[config.mk]
export PLATFORM = sky130hd
export DESIGN_NAME = sensor_boot_seq
export DESIGN_NICKNAME = d
export VERILOG_FILES = /design/src/rtl/sensor_boot_seq.sv
export SDC_FILE = /design/constraint.sdc
export NUM_CORES = 1
export LEC_CHECK = 0
export CAP_MARGIN = 20
export CORE_MARGIN = 2
export CORE_UTILIZATION = 52
export CTS_CLUSTER_DIAMETER = 120
export DETAILED_ROUTE_END_ITERATION = 8
export PLACE_DENSITY = 0.75
export SLEW_MARGIN = 20
export SYNTH_ARGS = -nofsm -noshare
export SYNTH_HDL_FRONTEND = slang
export SYNTH_SLANG_ARGS = --single-unit
[constraint.sdc]
create_clock -name i_clk -period 2.3 [get_ports i_clk]
set_input_delay 0.46 -clock i_clk [delete_from_list [all_inputs] [get_ports i_clk]]
set_output_delay 0.46 -clock i_clk [all_outputs]
set_load 0.01 [all_outputs]
[src/rtl/sensor_boot_seq.sv]
// sensor_boot_seq: camera sensor power-up sequencer.
// After the reset generator releases, it brings up AVDD, DVDD and MCLK, releases
// the sensor reset, pulses config start, and then waits for config done under a
// watchdog. It reports boot done or boot error.
// Optional build macro: SENSOR_BOOT_RETRY_EN. When defined, a watchdog timeout
// power-cycles the sensor (S_OFF) up to MAX_RETRY times before it declares an error.
module sensor_boot_seq #(
   parameter int T_PWR1    = 1000,
   parameter int T_PWR2    = 1000,
   parameter int T_MCLK    = 200,
   parameter int T_RST     = 5000,
   parameter int T_CFG_TO  = 1000000,
   parameter int CNT_W     = 20,
   parameter int MAX_RETRY = 2
) (
   input  logic       i_clk,
   input  logic       i_rst,
   input  logic       i_sys_rst_n,
   input  logic       i_cfg_done,
   output logic       o_avdd_en,
   output logic       o_dvdd_en,
   output logic       o_mclk_en,
   output logic       o_sensor_rst_n,
   output logic       o_cfg_start,
   output logic       o_boot_done,
   output logic       o_boot_err,
   output logic [2:0] o_state
);

   // Bit 3 of the state exists only so that S_OFF can be told apart internally.
   // o_state shows the low three bits, so S_OFF reads as 0.
   localparam logic [3:0] S_IDLE = 4'd0;
   localparam logic [3:0] S_AVDD = 4'd1;
   localparam logic [3:0] S_DVDD = 4'd2;
   localparam logic [3:0] S_MCLK = 4'd3;
   localparam logic [3:0] S_RST  = 4'd4;
   localparam logic [3:0] S_CFG  = 4'd5;
   localparam logic [3:0] S_DONE = 4'd6;
   localparam logic [3:0] S_ERR  = 4'd7;
`ifdef SENSOR_BOOT_RETRY_EN
   localparam logic [3:0] S_OFF  = 4'd8;
`endif

   localparam logic [CNT_W-1:0] PWR1_END = CNT_W'(T_PWR1 - 1);
   localparam logic [CNT_W-1:0] PWR2_END = CNT_W'(T_PWR2 - 1);
   localparam logic [CNT_W-1:0] MCLK_END = CNT_W'(T_MCLK - 1);
   localparam logic [CNT_W-1:0] RST_END  = CNT_W'(T_RST - 1);
   localparam logic [CNT_W-1:0] CFG_END  = CNT_W'(T_CFG_TO - 1);
   localparam logic [CNT_W-1:0] CNT_MAX  = '1;

   logic [3:0]       state_q, state_d;
   logic [CNT_W-1:0] tm_q, tm_d;
   logic             cfg_start_d;

`ifdef SENSOR_BOOT_RETRY_EN
   localparam int RW = $clog2(MAX_RETRY + 2);
   localparam logic [RW-1:0] RETRY_LIM = RW'(MAX_RETRY);
   logic [RW-1:0] retry_q, retry_d;
`else
   // Without retry, MAX_RETRY has no role in the logic.
   logic unused_max_retry;
   assign unused_max_retry = ^MAX_RETRY;
`endif

   // Next-state, timer and config-start decode. Each exit compare happens before the increment.
   always_comb begin
      state_d     = state_q;
      tm_d        = (tm_q == CNT_MAX) ? tm_q : tm_q + 1'b1;
      cfg_start_d = 1'b0;
`ifdef SENSOR_BOOT_RETRY_EN
      retry_d     = retry_q;
`endif
      case (state_q)
         S_IDLE: begin
            tm_d = '0;
            if (i_sys_rst_n) state_d = S_AVDD;
         end
         S_AVDD: if (tm_q == PWR1_END) state_d = S_DVDD;
         S_DVDD: if (tm_q == PWR2_END) state_d = S_MCLK;
         S_MCLK: if (tm_q == MCLK_END) state_d = S_RST;
         S_RST: begin
            if (tm_q == RST_END) begin
               state_d     = S_CFG;
               cfg_start_d = 1'b1;
            end
         end
         S_CFG: begin
            // If done and timeout arrive on the same cycle, done takes priority.
            if (i_cfg_done) begin
               state_d = S_DONE;
            end else if (tm_q == CFG_END) begin
`ifdef SENSOR_BOOT_RETRY_EN
               state_d = (retry_q < RETRY_LIM) ? S_OFF : S_ERR;
`else
               state_d = S_ERR;
`endif
            end
         end
`ifdef SENSOR_BOOT_RETRY_EN
         S_OFF: begin
            if (tm_q == PWR1_END) begin
               state_d = S_AVDD;
               retry_d = retry_q + 1'b1;
            end
         end
`endif
         S_DONE, S_ERR: tm_d = '0;
         default: state_d = S_IDLE;
      endcase

      if (state_d != state_q) tm_d = '0;

      // A dropped release aborts the sequence from any state except idle.
      if (!i_sys_rst_n && state_q != S_IDLE) begin
         state_d     = S_IDLE;
         tm_d        = '0;
         cfg_start_d = 1'b0;
`ifdef SENSOR_BOOT_RETRY_EN
         retry_d     = '0;
`endif
      end
   end

   // State, timer and retry registers.
   always_ff @(posedge i_clk or posedge i_rst) begin
      if (i_rst) begin
         state_q <= S_IDLE;
         tm_q    <= '0;
`ifdef SENSOR_BOOT_RETRY_EN
         retry_q <= '0;
`endif
      end else begin
         state_q <= state_d;
         tm_q    <= tm_d;
`ifdef SENSOR_BOOT_RETRY_EN
         retry_q <= retry_d;
`endif
      end
   end

   // Outputs are decoded from the next state and registered, so each one changes on the transition edge.
   // S_OFF (8) lies outside every range below, so all outputs are driven low in S_OFF.
   always_ff @(posedge i_clk or posedge i_rst) begin
      if (i_rst) begin
         o_avdd_en      <= 1'b0;
         o_dvdd_en      <= 1'b0;
         o_mclk_en      <= 1'b0;
         o_sensor_rst_n <= 1'b0;
         o_cfg_start    <= 1'b0;
         o_boot_done    <= 1'b0;
         o_boot_err     <= 1'b0;
      end else begin
         o_avdd_en      <= (state_d >= S_AVDD) && (state_d <= S_DONE);
         o_dvdd_en      <= (state_d >= S_DVDD) && (state_d <= S_DONE);
         o_mclk_en      <= (state_d >= S_MCLK) && (state_d <= S_DONE);
         o_sensor_rst_n <= (state_d >= S_RST)  && (state_d <= S_DONE);
         o_cfg_start    <= cfg_start_d;
         o_boot_done    <= (state_d == S_DONE);
         o_boot_err     <= (state_d == S_ERR);
      end
   end

   assign o_state = state_q[2:0];

endmodule
==> results by group, run 1 <==
GRT
  – GRT Residual Overflow: 0
  – Largest net degree at the start of global routing: 32
  – Vias in the first global route: 1661
  – First-pass GRT wire length: just under 8000 um
  – Antenna violations before repair: 0
  – GRT Util Overall: approximately a quarter

STA
  – Final Hold Viols: 0
  – Unrepaired setup endpoints after global routing: true
  – TNS Setup: 0 ns
  – Final Max Tran Viols: 0
  – Tmin final: between 2 and 2.5 ns
  – Max Freq: 441.1 MHz
  – Final WS setup: about 0.033 ns
  – WHS: ~0.48 ns
  – Period utilisation layout: 98.57%
  – Endpoints failing setup: 0
  – Clock Skew: 0.01080 ns

Clocking
  – Clock buffer depth: 2
  – Cts bufs inserted: 5
  – Number of hold buffers added after cts: 0
  – Worst-Skew Late Latency: between 0.3 and 0.4 ns
  – Clk sinks: 31
  – Root buffer cell: clkbuf_4
  – CTS tree: built
  – Worst-path clk slew: 0.09 ns
  – H-tree Lvls: 2

Synthesis
  – Share of the synthesized area in the top cell type: between 40 and 50%
  – Yosys top cell by area: dfrtp_1
  – Async set-reset flop share out of synthesis: 100.0%
  – EDFF count, synth: 0
  – Synthesized area: between 1500 and 2000 um2
  – Ys Warns: 0
  – Post-synth net total: 200
  – Register bit total from synthesis: 31
  – Most used DFF post-synth: dfrtp_1
  – Top cells by count, synth: dfrtp_1, nor2_1, nor3_1, nand2_1, nand4_1
  – Top-count cell post-synth: dfrtp_1
  – Synth unique cells: 49
  – Syn avg cell area: roughly 9.4 um2
  – Ranking of synthesized cells by area: dfrtp_1, nor3_1, nor2_1
  – Cell count after synthesis: ~200
  – Share of the yosys chip area belonging to registers: 42.15%

Place
  – GPL Wtd Cong: between 0.9 and 1
  – Dpl hpwl: around 3200 um
  – I/O Buffers: 13
  – Pre-CTS setup slack: -0.01093 ns

Outcome
  – Status: finished, final reports clean

Worst setup path
  – Setup crit start kind: flop
  – Reg2reg setup slack: 0.03 ns
  – Worst R2R End: tm_q[7]
  – R2R cell count: 8
  – Arr. time, crit path: roughly 2.5 ns
  – Crit-path max FO: 6
  – Critical Path RT: 2.53 ns
  – Setup crit end kind: flop
  – Worst r2r src: tm_q[9]
  – WS Path Type: reg2reg

Layout
  – Antenna cells: 0
  – Share of cells above drive strength 1: around 24%
  – Synthesis-to-finish area growth: 23.18%
  – NumNets Final: between 200 and 250
  – Fill cells: approximately 270

Pwr
  – Max VDD drop: between 0.2 and 0.3 mV
  – Leak: 0.9041 nW
  – Net Sw Frac: a little over a quarter
  – Power share of the combinational group: 10.9%
  – Seq pwr share: around 58%
  – Clock power share: approximately a third
  – PD cells: ~420 nW/um2
  – Switch Pwr: around 0.25 mW
  – Total power: 0.9583 mW
  – P_int: just over 0.7 mW

Floorplanning
  – Row count: 21
  – Die X-Extent: around 63 um
  – Core footprint: approximately 3400 um2
  – Die ar.: ~4000 um2
  – Starting Density: about 55%
  – Die outline height: 63.50 um
  – I/O Pins: 14

Detailed routing
  – DR pass1 iterations: 5
  – Iteration-0 DRC Markers: ~210
  – Residual DRC: 0
  – Final ANT Viol Nets: 0
  – Vias per cell: about 6.3
  – DR vias: roughly 1700
  – WL final: 4874 um
  – Post-detailed-route wirelength per cell: 17.72 um

Flow run
  – Max-Cap Viols: 0

Worst hold path
  – HP Class: in2async
[metrics by stage]
step                      util, %  instance area [um2]  std cells
after CTS                   63.36                 2131        268
after global routing        67.41                 2267        275
after floorplan                 -                 1841        195
after global placement      61.87                 2081        260
final                       67.41                 2267        275
after detailed placement    61.87                 2081        260
[cells in the final DEF (no fill, tap or decap), types with 2 or more instances in the layout]
master           Yosys  layout
nor2b_1              2       2
mux2i_1              2       2
nor4_1               3       2
dfrtp_1             31      29
nand2b_1             3       3
nand3_1              8       8
and3_1               3       3
nor3_2               1       6
o21ai_0              3       2
nand2_1             12      12
clkbuf_1             1       2
xnor2_1              7       7
xor2_4               1       2
clkbuf_4             0       5
inv_1                6       6
buf_4                3      20
nor3_1              22      17
dfrtp_2              0       2
and4_1               3       3
a31oi_1              4       3
nor4b_1              2       2
nor4_4               2       2
xor2_1               5       5
a21oi_1              6       6
and2_1               2       2
nand4_1             11      11
nor2_1              24      23
and4bb_2             2       2
clkdlybuf4s50_1      0      13
nor3b_1              2       2
[power by group through the flow]
stage          logic [mW]  clock network [mW]  registers, mW
3_3_place_gp       0.0791                   0          0.564
4_1_cts            0.0826               0.304          0.554
2_1_floorplan      0.0557                   0          0.562
6_report            0.104               0.301          0.554
5_1_grt             0.114               0.329          0.554
3_5_place_dp       0.0821                   0          0.564
[what timing repair did]
action / in CTS / in global routing
buffers inserted: 0 / 6
gates resized for setup: 0 / 15
endpoints found under the setup margin: 0 / 13
[routing by layer]
layer	vias to the layer above	GRT usage, %	routed length, um
met4	0	10.87	135
met1	848	30.70	1871
met5	-	0	0
li1	767	-	-
met3	19	5.179	363
met2	97	40.92	2504
[final cells by class]
cell class | instances | area [um2] | share of cell area [%]
clock inverters | 1 | 5.005 | 0.2208
inverters | 6 | 22.52 | 0.9934
flip-flops and latches | 31 | 778.2 | 34.33
repair buffers | 33 | 280.3 | 12.36
multi-input cells | 151 | 1079 | 47.57
well taps | 46 | 57.56 | 2.539
clock buffers | 7 | 45.04 | 1.987
[how the worst max path moves through the flow]
stage                     from         to  depth (start not counted)
floorplan              tm_q[0]  o_dvdd_en                          8
global route           tm_q[9]    tm_q[9]                          8
finish                 tm_q[9]    tm_q[7]                          8
CTS                   tm_q[17]    tm_q[3]                          7
detailed placement  i_cfg_done    tm_q[3]                          7
global placement       tm_q[5]  o_mclk_en                          7
[logic make-up after synthesis]
family	Yosys count	synth area share, %
simple gates	113	36.78
flops	31	42.15
compound gates	19	7.002
buf+inv	14	4.078
xor+xnor	13	7.206
mux	3	1.903
fa+ha+maj	1	0.6797
other cells	1	0.2037
[state kept, by name, indices dropped and copies added, names as in the netlist]
name            flops
o_boot_done         1
tm_q               20
state_q             4
o_sensor_rst_n      1
o_mclk_en           1
o_boot_err          1
o_avdd_en           1
o_cfg_start         1
o_dvdd_en           1
[critical path, cell delays in order (launching register included)]
cell,delay (ns)
dfrtp_1,0.51
nor3b_1,0.33
buf_4,0.18
nand4_1,0.15
nor3_1,0.29
a21oi_1,0.16
nand3_4,0.16
xor2_4,0.30
nor3_2,0.08
No activity file was read; power rests on OpenSTA's default activity.
==> run 2: changes to the inputs <==
--- a/config.mk
+++ b/config.mk
@@ -5,12 +5,12 @@
 export SDC_FILE = /design/constraint.sdc
 export NUM_CORES = 1
 export LEC_CHECK = 0
-export CAP_MARGIN = 20
 export CORE_MARGIN = 2
 export CORE_UTILIZATION = 52
 export CTS_CLUSTER_DIAMETER = 120
 export DETAILED_ROUTE_END_ITERATION = 8
 export PLACE_DENSITY = 0.75
+export REMOVE_ABC_BUFFERS = 1
 export SLEW_MARGIN = 20
 export SYNTH_ARGS = -nofsm -noshare
 export SYNTH_HDL_FRONTEND = slang
==> run 2 against run 1 <==
Compared with the run above: clock power decreased by 8.3%; largest cell class unchanged; worst setup slack improved by 0.061 ns; final cell count decreased by 2.2%; clock skew decreased by 0.0042 ns; combinational power increased by 5%; sequential share of layout area increased by 0.56 points; sequential cell count unchanged; largest power group unchanged.
==> results by group, run 2 (synthesis results as in run 1) <==
Place
  – Placed Cells: 260
  – Dpl hpwl: between 3000 and 4000 um
  – Pre-CTS setup slack: -0.004766 ns
  – GPL Wtd Cong: approximately 0.92
  – I/O Buffers: 13
  – Post-DP Area: 2093 um2

Pwr
  – Power share of the combinational group: between 10% and 20%
  – Max VDD drop: roughly 0.32 mV
  – PD cells: about 420 nW/um2
  – Seq pwr share: roughly 59%
  – Leak: 0.8765 nW
  – Net Sw Frac: 25.03%
  – Clock power share: between 20% and 30%
  – Switch Pwr: 0.2352 mW
  – P_int: approximately 0.70 mW

Layout
  – Design Area, Final: ~2200 um2
  – Count of non-filler cells in the finished layout: roughly 270
  – Most frequent cells in the layout: dfrtp_1, nor2_1, nor3_1, buf_4, clkdlybuf4s50_1
  – Fill cells: 313
  – Largest reg by FF count: tm_q
  – Multi-input logic area: ~1100 um2
  – Register area: 779.5 um2
  – Most common library cell in the layout ignoring fill and taps: dfrtp_1
  – Synthesis-to-finish area growth: 21.41%
  – Regs by FF count: tm_q (20), state_q (4)
  – Antenna cells: 0
  – NumNets Final: approximately 230
  – Flip-flop count of the largest register after layout: 20
  – Share of cells above drive strength 1: approximately 22%

STA
  – Tmin final: between 2 and 2.5 ns
  – Period utilisation layout: 95.91%
  – Clock Skew: approximately 0.0066 ns
  – Final WS setup: between 0.09 and 0.1 ns
  – Max Freq: around 450 MHz
  – Endpoints failing setup: 0
  – Final Hold Viols: 0
  – Unrepaired setup endpoints after global routing: true
  – Final Max Tran Viols: 0

Detailed routing
  – Residual DRC: 0
  – Iteration-0 DRC Markers: 120
  – DR pass1 iterations: 4
  – Vias per cell: about 6
  – DR vias: 1617
  – Post-detailed-route wirelength per cell: approximately 16 um
  – Final ANT Viol Nets: 0
  – WL final: about 4300 um

Outcome
  – Status: finished, final reports clean

GRT
  – Met3 Usage GRT: under 10%
  – GRT met2 Usage: approximately 43%
  – M1 GR Usage: about a quarter
  – Vias in the first global route: ~1700
  – GR peak layer: met2
  – GRT Residual Overflow: 0
  – Largest net degree at the start of global routing: 32
  – First-pass GRT wire length: 7431 um
  – GRT Util Overall: between 20% and 30%
  – Antenna violations before repair: 0

Floorplanning
  – I/O Pins: 14
  – Die outline height: 63.50 um
  – Die X-Extent: roughly 63 um
  – Row count: 21
  – Die ar.: between 4000 and 5000 um2
  – Starting Density: a little over half
  – Core footprint: around 3400 um2

Worst setup path
  – Crit-path max FO: 9
  – Arr. time, crit path: 2.43 ns
  – WS Path Type: reg2reg
  – Critical Path RT: between 2 and 3 ns
  – Setup crit start kind: flop
  – Setup crit end kind: flop

Clocking
  – Number of hold buffers added after cts: 0
  – Root buffer cell: clkbuf_4
  – Clock buffer depth: 2
  – Worst-path clk slew: around 0.090 ns
  – Cts bufs inserted: 5
  – Clk sinks: 31
  – Worst-Skew Late Latency: 0.32 ns
  – CTS tree: built
  – H-tree Lvls: 2

Flow run
  – Max-Cap Viols: 0

Worst hold path
  – HP Class: in2async
==> run 2: changes by cell type in the layout (fill, tap and decap cells not counted), sizes merged <==
cell    previous run  this run
clkbuf             7         6
clkinv             1         0
buf               20        17
xor2               7         6
==> run 2: routing by layer <==
metal | up-vias | wire length (um)
met1 | 777 | 1746
li1 | 764 | -
met4 | 0 | 67
met5 | - | 0
met2 | 67 | 2270
met3 | 9 | 253
==> run 2: cell type report <==
class	count	area share, %
multi-input cells	150	47.03
flip-flops and latches	31	34.88
repair buffers	30	12.65
well taps	46	2.576
clock buffers	6	1.848
inverters	6	1.008
==> run 2: worst paths after layout <==
check                           start  depth (start not counted)         to  slack, ns
hold reg to reg            state_q[3]                          1  o_avdd_en       0.58
max in group asynchronous       i_rst                          3   tm_q[17]       1.50
setup / recovery              tm_q[0]                          9    tm_q[8]       0.09
hold / removal                  i_rst                          3    tm_q[8]       0.51
min in group i_clk         state_q[3]                          1  o_avdd_en       0.58
setup reg to reg              tm_q[0]                          9    tm_q[8]       0.09
==> run 2: metrics by stage <==
| stage | setup TNS, ns | power [mW] | util (%) | hold WS, ns |
|---|---|---|---|---|
| 2_1_floorplan | -10.69 | 0.6134 | - | 0.4972 |
| 3_3_place_gp | 0 | 0.6472 | 62.24 | 0.5458 |
| 3_5_place_dp | -0.004766 | 0.6502 | 62.24 | 0.5576 |
| 4_1_cts | 0 | 0.9225 | 63.47 | 0.5134 |
| 5_1_grt | -0.06402 | 0.9904 | 66.44 | 0.5325 |
| 6_report | 0 | 0.9395 | 66.44 | 0.5053 |
==> run 2: what timing repair did <==
item / in CTS / in global routing
endpoints found under the setup margin: 0 / 12
gates resized for setup: 0 / 14
setup buffers: 0 / 3
==> run 2: power groups by stage <==
stage	registers (mW)	clock network (mW)	logic (mW)
after CTS	0.554	0.283	0.0856
after floorplan	0.568	0	0.0458
after global routing	0.556	0.316	0.119
after detailed placement	0.565	0	0.0852
final	0.554	0.276	0.109
after global placement	0.565	0	0.0827
==> run 2: critical path: stages (launching register included) <==
cell       delay, ns
dfrtp_1         0.40
ha_2            0.19
and4bb_2        0.27
nand4_1         0.12
or2_1           0.25
mux2_4          0.23
nand3_4         0.11
xor2_4          0.22
buf_12          0.14
a2111oi_4       0.17
